`config.mk`:
```
export PLATFORM = sky130hd
export DESIGN_NAME = rot_matrix_feeder
export DESIGN_NICKNAME = d
export VERILOG_FILES = /design/src/rtl/rot_pkg.sv /design/src/rtl/rot_fifo.sv /design/src/rtl/rot_matrix_feeder.sv
export SDC_FILE = /design/constraint.sdc
export NUM_CORES = 1
export LEC_CHECK = 0
export ABC_AREA = 1
export BUFFER_PORTS_ARGS = -buffer_cell sky130_fd_sc_hd__buf_2
export CORE_ASPECT_RATIO = 2
export CORE_MARGIN = 2
export CORE_UTILIZATION = 54
export CTS_BUF_LIST = sky130_fd_sc_hd__clkbuf_2
export CTS_CLUSTER_DIAMETER = 40
export DETAILED_ROUTE_END_ITERATION = 10
export GPL_TIMING_DRIVEN = 0
export PLACE_DENSITY_LB_ADDON = 0.15
export SLEW_MARGIN = 20
export SYNTH_ARGS = -nofsm -noshare
export SYNTH_HDL_FRONTEND = slang
export SYNTH_SLANG_ARGS = --single-unit
```
`constraint.sdc`:
```
create_clock -name clk -period 3.3 [get_ports clk]
set_clock_uncertainty 0.15 [all_clocks]
set_input_delay 0.66 -clock clk [delete_from_list [all_inputs] [get_ports clk]]
set_output_delay 0.66 -clock clk [all_outputs]
set_load 0.1 [all_outputs]
```
`src/rtl/rot_pkg.sv`:
```
// Shared widths, matrix/CORDIC field offsets and saturating negate for the rotation-matrix feeder.
package rot_pkg;

  localparam int unsigned W = 32;

  localparam int unsigned MAT_M00 = 3 * W;
  localparam int unsigned MAT_M01 = 2 * W;
  localparam int unsigned MAT_M10 = 1 * W;
  localparam int unsigned MAT_M11 = 0;

  localparam int unsigned DOUT_COS = W;
  localparam int unsigned DOUT_SIN = 0;

  // -x, except the most negative value clamps to the most positive one
  function automatic logic [W-1:0] sat_neg(input logic [W-1:0] x);
    if (x == {1'b1, {(W-1){1'b0}}}) begin
      return {1'b0, {(W-1){1'b1}}};
    end
    return W'(~x + W'(1));
  endfunction

endpackage

```
`src/rtl/rot_fifo.sv`:
```
// Register FIFO holding captured {cos,sin} words; DEPTH must be a power of two.
module rot_fifo #(
  parameter int unsigned DEPTH = 4,
  parameter int unsigned DW    = 64
) (
  input  logic                         clk,
  input  logic                         rst_n,
  input  logic                         push,
  input  logic [DW-1:0]                push_data,
  input  logic                         pop,
  output logic [DW-1:0]                pop_data,
  output logic                         full,
  output logic                         empty,
  output logic [$clog2(DEPTH+1)-1:0]   count
);
  localparam int unsigned AW = $clog2(DEPTH);
  localparam int unsigned CW = $clog2(DEPTH + 1);

  logic [DW-1:0] mem_q [DEPTH];
  logic [DW-1:0] mem_d [DEPTH];
  logic [AW-1:0] wr_q, wr_d, rd_q, rd_d;
  logic [CW-1:0] cnt_q, cnt_d;
  logic          do_push, do_pop;

  assign full     = (cnt_q == CW'(DEPTH));
  assign empty    = (cnt_q == '0);
  assign count    = cnt_q;
  assign pop_data = mem_q[rd_q];

  // A push at full is legal only when the same cycle frees the head slot
  always_comb begin
    do_pop  = pop && !empty;
    do_push = push && (!full || do_pop);
    mem_d   = mem_q;
    wr_d    = wr_q;
    rd_d    = rd_q;
    cnt_d   = cnt_q;
    if (do_push) begin
      mem_d[wr_q] = push_data;
      wr_d        = wr_q + AW'(1);
    end
    if (do_pop) begin
      rd_d = rd_q + AW'(1);
    end
    case ({do_push, do_pop})
      2'b10:   cnt_d = cnt_q + CW'(1);
      2'b01:   cnt_d = cnt_q - CW'(1);
      default: cnt_d = cnt_q;
    endcase
  end

  always_ff @(posedge clk or negedge rst_n) begin
    if (!rst_n) begin
      for (int i = 0; i < int'(DEPTH); i++) mem_q[i] <= '0;
      wr_q  <= '0;
      rd_q  <= '0;
      cnt_q <= '0;
    end else begin
      mem_q <= mem_d;
      wr_q  <= wr_d;
      rd_q  <= rd_d;
      cnt_q <= cnt_d;
    end
  end

endmodule

```
`src/rtl/rot_matrix_feeder.sv`:
```
// Issues phases to the CORDIC against buffer credits, captures cos/sin results and
// presents the packed 2x2 rotation matrix to the multiplier with valid/ready.
module rot_matrix_feeder
  import rot_pkg::*;
#(
  parameter int unsigned FIFO_DEPTH = 4
) (
  input  logic             clk,
  input  logic             rst_n,
  input  logic             phase_valid,
  output logic             phase_ready,
  input  logic [W-1:0]     phase_data,
  output logic             cordic_phase_tvalid,
  output logic [W-1:0]     cordic_phase_tdata,
  input  logic             cordic_dout_tvalid,
  input  logic [2*W-1:0]   cordic_dout_tdata,
  output logic             mat_valid,
  input  logic             mat_ready,
  output logic [4*W-1:0]   mat_A,
  output logic             err_spurious
);
  localparam int unsigned CW = $clog2(FIFO_DEPTH + 1);
  localparam int unsigned SW = CW + 1;

  logic [CW-1:0]  inflight_q, inflight_d;
  logic [CW-1:0]  occ_d;
  logic           phase_ready_q, phase_ready_d;
  logic           tvalid_q, tvalid_d;
  logic [W-1:0]   tdata_q, tdata_d;
  logic           err_q, err_d;

  logic           accept, capture, push, pop;
  logic           fifo_full, fifo_empty;
  logic [CW-1:0]  fifo_count;
  logic [2*W-1:0] head;
  logic [W-1:0]   head_cos, head_sin;

  rot_fifo #(
    .DEPTH (FIFO_DEPTH),
    .DW    (2 * W)
  ) u_fifo (
    .clk       (clk),
    .rst_n     (rst_n),
    .push      (push),
    .push_data (cordic_dout_tdata),
    .pop       (pop),
    .pop_data  (head),
    .full      (fifo_full),
    .empty     (fifo_empty),
    .count     (fifo_count)
  );

  // Credit bookkeeping: ready looks at next-state counts so an accept is never double-booked
  always_comb begin
    accept     = phase_valid && phase_ready_q;
    capture    = cordic_dout_tvalid && (inflight_q != '0);
    pop        = !fifo_empty && mat_ready;
    push       = capture && (!fifo_full || pop);
    inflight_d = inflight_q;
    case ({accept, capture})
      2'b10:   inflight_d = inflight_q + CW'(1);
      2'b01:   inflight_d = inflight_q - CW'(1);
      default: inflight_d = inflight_q;
    endcase
    occ_d = fifo_count;
    case ({push, pop})
      2'b10:   occ_d = fifo_count + CW'(1);
      2'b01:   occ_d = fifo_count - CW'(1);
      default: occ_d = fifo_count;
    endcase
    phase_ready_d = (SW'(inflight_d) + SW'(occ_d)) < SW'(FIFO_DEPTH);
    tvalid_d      = accept;
    tdata_d       = accept ? phase_data : tdata_q;
    err_d         = err_q || (cordic_dout_tvalid && (inflight_q == '0));
  end

  always_ff @(posedge clk or negedge rst_n) begin
    if (!rst_n) begin
      inflight_q    <= '0;
      phase_ready_q <= 1'b0;
      tvalid_q      <= 1'b0;
      tdata_q       <= '0;
      err_q         <= 1'b0;
    end else begin
      inflight_q    <= inflight_d;
      phase_ready_q <= phase_ready_d;
      tvalid_q      <= tvalid_d;
      tdata_q       <= tdata_d;
      err_q         <= err_d;
    end
  end

  // Matrix {cos, -sin, sin, cos} built from the FIFO head
  always_comb begin
    head_cos               = head[DOUT_COS +: W];
    head_sin               = head[DOUT_SIN +: W];
    mat_A                  = '0;
    mat_A[MAT_M00 +: W]    = head_cos;
    mat_A[MAT_M01 +: W]    = sat_neg(head_sin);
    mat_A[MAT_M10 +: W]    = head_sin;
    mat_A[MAT_M11 +: W]    = head_cos;
  end

  assign phase_ready         = phase_ready_q;
  assign cordic_phase_tvalid = tvalid_q;
  assign cordic_phase_tdata  = tdata_q;
  assign mat_valid           = !fifo_empty;
  assign err_spurious        = err_q;

endmodule

```
## Word level (Yosys, flattened, before mapping)

Index checks and enable logic that the tools add are counted.

- Register bits: 301
- Logic and storage cells: 64

- $add $sub $neg: 8
- Bitwise logic cells: 3
- Reductions and logical operators: 17
- Muxes and demuxes: 12
- Order comparisons: 4
- Eq/ne operators: 8

Operators with widths:

| operator | number |
|---|---|
| 256-bit bitwise mux | 1 |
| 64-bit 2-to-1 mux | 3 |
| 64-bit binary-select mux with 2-bit select | 1 |
| 64-bit demux with 2-bit select | 1 |
| 32-bit 2-to-1 mux | 2 |
| 32-bit by 1-bit adder with 32-bit output (second input constant) | 1 |
| 32-bit == test (second input constant) | 1 |
| 32-bit inverter | 1 |
| 3-bit one-hot mux with 2 select lines | 3 |
| 1-bit logical AND | 8 |
| 3-bit by 1-bit adder with 3-bit output (second input constant) | 2 |
| 2-bit by 1-bit == test with 1-bit output (second input constant) | 3 |
| 2-bit == test (second input constant) | 3 |
| 3-bit greater-or-equal comparator (second input constant) | 2 |
| 3-bit zero test | 2 |
| 2-bit inverter with 3-bit output | 2 |
| 3-bit by 1-bit subtractor with 3-bit output (second input constant) | 2 |
| 2-bit by 1-bit adder with 2-bit output (second input constant) | 2 |
| 3-bit by 3-bit adder with 4-bit output | 1 |
| 4-bit by 3-bit < comparator with 1-bit output (second input constant) | 1 |
| 3-bit == test (second input constant) | 1 |
| 1-bit logical OR | 3 |
| 3-bit by 1-bit < comparator with 1-bit output (second input constant) | 1 |
| 3-bit nonzero test | 1 |
| other kinds (3) | 4 |

## Logic depth before layout (Yosys ltp)

- Depth after elaboration: 9
- Mapped depth: 16

## Cells and area by module

A second synthesis with hierarchy kept.

- Cells, all modules: 1976
- Area total of the unflattened synthesis: 15806.4 sq um

Modules (own cells, without submodules):

| module | area an instance (sq um) | seq. area each (sq um) | cells an instance | instances |
|---|---|---|---|---|
| rot_fifo | 12817.3 | 6581.3 | 1547 | 1 |
| rot_matrix_feeder | 2989.1 | 950.9 | 429 | 1 |

## Least setup slack after synthesis

No wires, ideal clock.

- Path kind: reg2out
- Start: register u_fifo.rd_q[0]
- End: output port mat_A[100]
- Arrival time: 3.427 ns
- Setup slack: -0.937 ns
- Required time: 2.490 ns
- Stages on the path, launching flop included: 9
- Cell sequence: dfrtp_1 -> inv_2 -> buf_2 -> buf_2 -> clkbuf_1 -> clkbuf_1 -> o21ai_0 -> o22ai_1 -> buf_4

- Longest elaborated chain between the ends: 4

Ends and longest elaborated chain:

| what | RTL line | RTL |
|---|---|---|
| from (decl) | rot_fifo.sv:21 | `logic [AW-1:0] wr_q, wr_d, rd_q, rd_d;` |
| from (signal assigned) | rot_fifo.sv:61 | `rd_q <= rd_d;` |
| 2-bit inverter with 3-bit output (not written as such) | rot_fifo.sv:28 | `assign pop_data = mem_q[rd_q];` |
| 64-bit binary-select mux with 2-bit select | rot_fifo.sv:28 |  |
| 64-bit 2-to-1 mux (not written as such) (2 in series) | rot_fifo.sv:28 |  |
| to (decl) | rot_matrix_feeder.sv:19 | `output logic [4*W-1:0] mat_A,` |

Every way passes these cells. The select of a mux whose other input is x is not followed.

## Final worst setup path

- Start: register u_fifo.rd_q[1]
- End: output port mat_A[84]

- Longest elaborated chain between the ends: 7

Ends and longest elaborated chain:

| what | RTL line | RTL |
|---|---|---|
| 2-bit inverter with 3-bit output (not written as such) * | rot_fifo.sv:28 |  |
| 64-bit binary-select mux with 2-bit select * | rot_fifo.sv:28 |  |
| 64-bit 2-to-1 mux (not written as such) * (2 in series) | rot_fifo.sv:28 |  |
| 32-bit inverter / 32-bit == test (equally long branches) | rot_pkg.sv:19, rot_pkg.sv:16 |  |
| 32-bit by 1-bit adder with 32-bit output / 1-bit 2-to-1 mux (equally long branches) | rot_pkg.sv:19, rot_pkg.sv:16 |  |
| 32-bit 2-to-1 mux * | rot_pkg.sv:19 | `return W'(~x + W'(1));` |

Every way passes the cells marked *; elsewhere a longest branch is shown, timed or not. The select of a mux whose other input is x is not followed.

==> metrics <==
initial antenna violation count 3; met2 wire length 29500 µm; Nets 2081; FILL cells 1339; Post-synth EDFFs 0; Primary FF master, synth dfrtp_1; I/O pin count 265; Syn Area/Cell between 10 and 15 µm²; CP Class reg -> out; library cells used by synthesis 32; DR DRC count 0; delay of the slowest critical-path stage 0.46 ns; Slew @ Worst Pin approximately 0.60 ns; clock latency on the worst-skew pair 0.94 ns; met1 wire length 17500 µm; worst hold stages 4; Final Hold Viols 0; Hold WS 0.0559 ns; Post-DRT Antenna Nets 0; CTS tree done; reg2reg setup slack roughly 0.35 ns; most common cell in the synthesized netlist nand2_1; outcome complete, but fails checks; Post-Syn Instances roughly 1500; Num Clock Sinks 301; placed cell count 2089; Buffers on Ports 264; Worst setup EP type output port; clk buf depth 3; core area 26900 µm²; die height 238 µm; gr usage total 0.366; critical path's slowest cell dfrtp_2; row count 85; final period utilization 1.32; CP delay by family, top simple AND/OR/NAND/NOR gates; detailed-route via count 14000; worst-path maximum fanout 10; Crit path depth 14; Slew Viols, Final 0; final non-filler cell total 2362; CTS HTree Levels 3; Yosys warning count 0; CP Launch Type register; Synth top area share 0.510; CTS Root Cell clkbuf_2; wire per inst around 24 µm; top cells by area, synth dfrtp_1 51%, mux2_2 18%, nand2_1 9.1%, nand3_1 3.7%, buf_4 2.8%; Syn-to-layout area delta 52.8%; RSZ-0062 raised after global routing yes; hpwl dp 28400 µm; endpoints failing setup 100; final WL 56200 µm; Reg2Reg Depth 14; Synth Cell Area about 15000 µm²; min-delay src phase_valid; worst-path cell chain inv_4 -> buf_6 -> nand3_1 -> nand2_1 -> nand2_2 -> nor2_1 -> nand2_1 -> nor2_4 -> buf_4 -> buf_4 -> nand2_1 -> nand2_1 -> nand3_1 -> buf_8; max_cap viols 0; commonest cells in the netlist 358 x nand2_1, 301 x dfrtp_1, 231 x mux2_2, 109 x nor2_1, 108 x nand3_1; Hold Path Sink cordic_phase_tdata[1]$_DFFE_PN0P_; FF+latch count, synth 301; GRT overflow 0; Final WS setup -1.05 ns; Setup Total Neg Slack -54.10 ns; Tmin final 4.35 ns; relative slew slack 0.600; largest area contributor in the netlist dfrtp_1; Critical R2R Launch u_fifo.count[0]$_DFFE_PN0P_; most used cell, CP nand2_1; Avg Vias per Cell 5.93; failing checks negative setup slack; f_max 230 MHz; CTS buffer count between 60 and 70; Placer Congestion about 0.9; Critical Path RT 2.49 ns; die footprint about 29000 µm²; Syn Nets 1590; vias in the first global route about 15000; final core utilization 0.838; first-pass GRT wire length around 80000 µm; largest net degree at the start of global routing 100; worst r2r dst phase_ready$_DFF_PN0_; CP Data Arrival Time 3.54 ns; Hold/Removal Path Class in -> reg; Post-synth ARST share 1.00; Worst-path clk slew around 0.12 ns; layout cells sized above 1 0.488; WP buf/inv 5; Detail Route met3 WL ~4700 µm; Initial DRC Count 1004; Seq/Total Area, Yosys 0.510; highest metal used met4; Initial DRT Pass Iterations 6; Starting Density 0.549; Die Wd 121 µm
-- cell type report --
class	count	area, µm²	area share
diodes	3	7.51	0.000333
plain buffers	104	1040	0.0461
clock buffers	98	490	0.0217
clock inverters	17	118	0.00521
inverters	70	278	0.0123
multi-input cells	997	7770	0.344
flip-flops and latches	301	7530	0.334
well taps	348	435	0.0193
repair buffers	424	4890	0.217
-- logic make-up after synthesis --
group	count (synthesis)	synth area share
DFF	301	0.510
and+or+nand+nor	597	0.168
buffers and inverters	176	0.0626
adders and majority gates	15	0.0132
muxes	256	0.195
AOI/OAI and AO/OA	118	0.0439
xor gates and xnor gates	11	0.00653
-- cells in the final DEF, fill, tap and decap left out, drive strengths merged, types with 6 or more instances in the layout --
cell,instances
buf,402
clkbuf,125
clkinv,12
dfrtp,301
dlygate4sd3,99
ha,14
inv,73
mux2,256
nand2,361
nand3,113
nor2,120
o21ai,75
o22ai,32
xnor2,6
-- what timing repair did --
item | in CTS | in global routing
setup endpoints to repair | 127 | 128
hold buffers | 100 | 0
gates resized for setup | 729 | 214
setup buffers | 24 | 29
pin swaps | 16 | 47
endpoints found under the hold margin | 509 | 0
cloned | 8 | 0
-- metrics by stage --
stage,cell area [µm²],worst slack (ns)
floorplan,15300,-0.283
global placement,17000,-4.05
detailed placement,17100,-0.870
CTS,21600,-0.765
global route,22600,-1.19
finish,22600,-1.05
-- per-layer routing --
metal,up-vias,global-route usage
met1,6920,0.366
li1,5883,-
met4,0,0.240
met2,881,0.656
met3,333,0.0907
met5,-,0
-- how the worst max path moves through the flow --
| stage | startpoint | to | slack (ns) |
|---|---|---|---|
| after floorplan | u_fifo.rd_q[0]$_DFFE_PN0P_ | mat_A[76] | -0.28 |
| after global placement | rst_n | u_fifo.mem_q[233]$_DFFE_PN0P_ | -4.05 |
| after detailed placement | u_fifo.rd_q[1]$_DFFE_PN0P_ | mat_A[92] | -0.87 |
| after CTS | u_fifo.rd_q[0]$_DFFE_PN0P_ | mat_A[78] | -0.77 |
| after global routing | u_fifo.rd_q[0]$_DFFE_PN0P_ | mat_A[84] | -1.19 |
| final | u_fifo.rd_q[1]$_DFFE_PN0P_ | mat_A[84] | -1.05 |
-- registers in the layout, summed over array words and instances, names as in the netlist --
| name | cells |
|---|---|
| u_fifo.mem_q | 256 |
| cordic_phase_tdata | 32 |
| inflight_q | 3 |
| u_fifo.count | 3 |
| phase_ready | 1 |
| u_fifo.wr_q | 2 |
| err_spurious | 1 |
| u_fifo.rd_q | 2 |
| cordic_phase_tvalid | 1 |
-- tightest hold or removal path, stage by stage --
cell and delay (ns):
buf_2 0.09, nand2_1 0.19, nand2_1 0.11, nand2_1 0.05
Power is left out: the tool's default activity adds up to more than one toggle a clock period on the data nets, which glitch-free logic cannot reach.
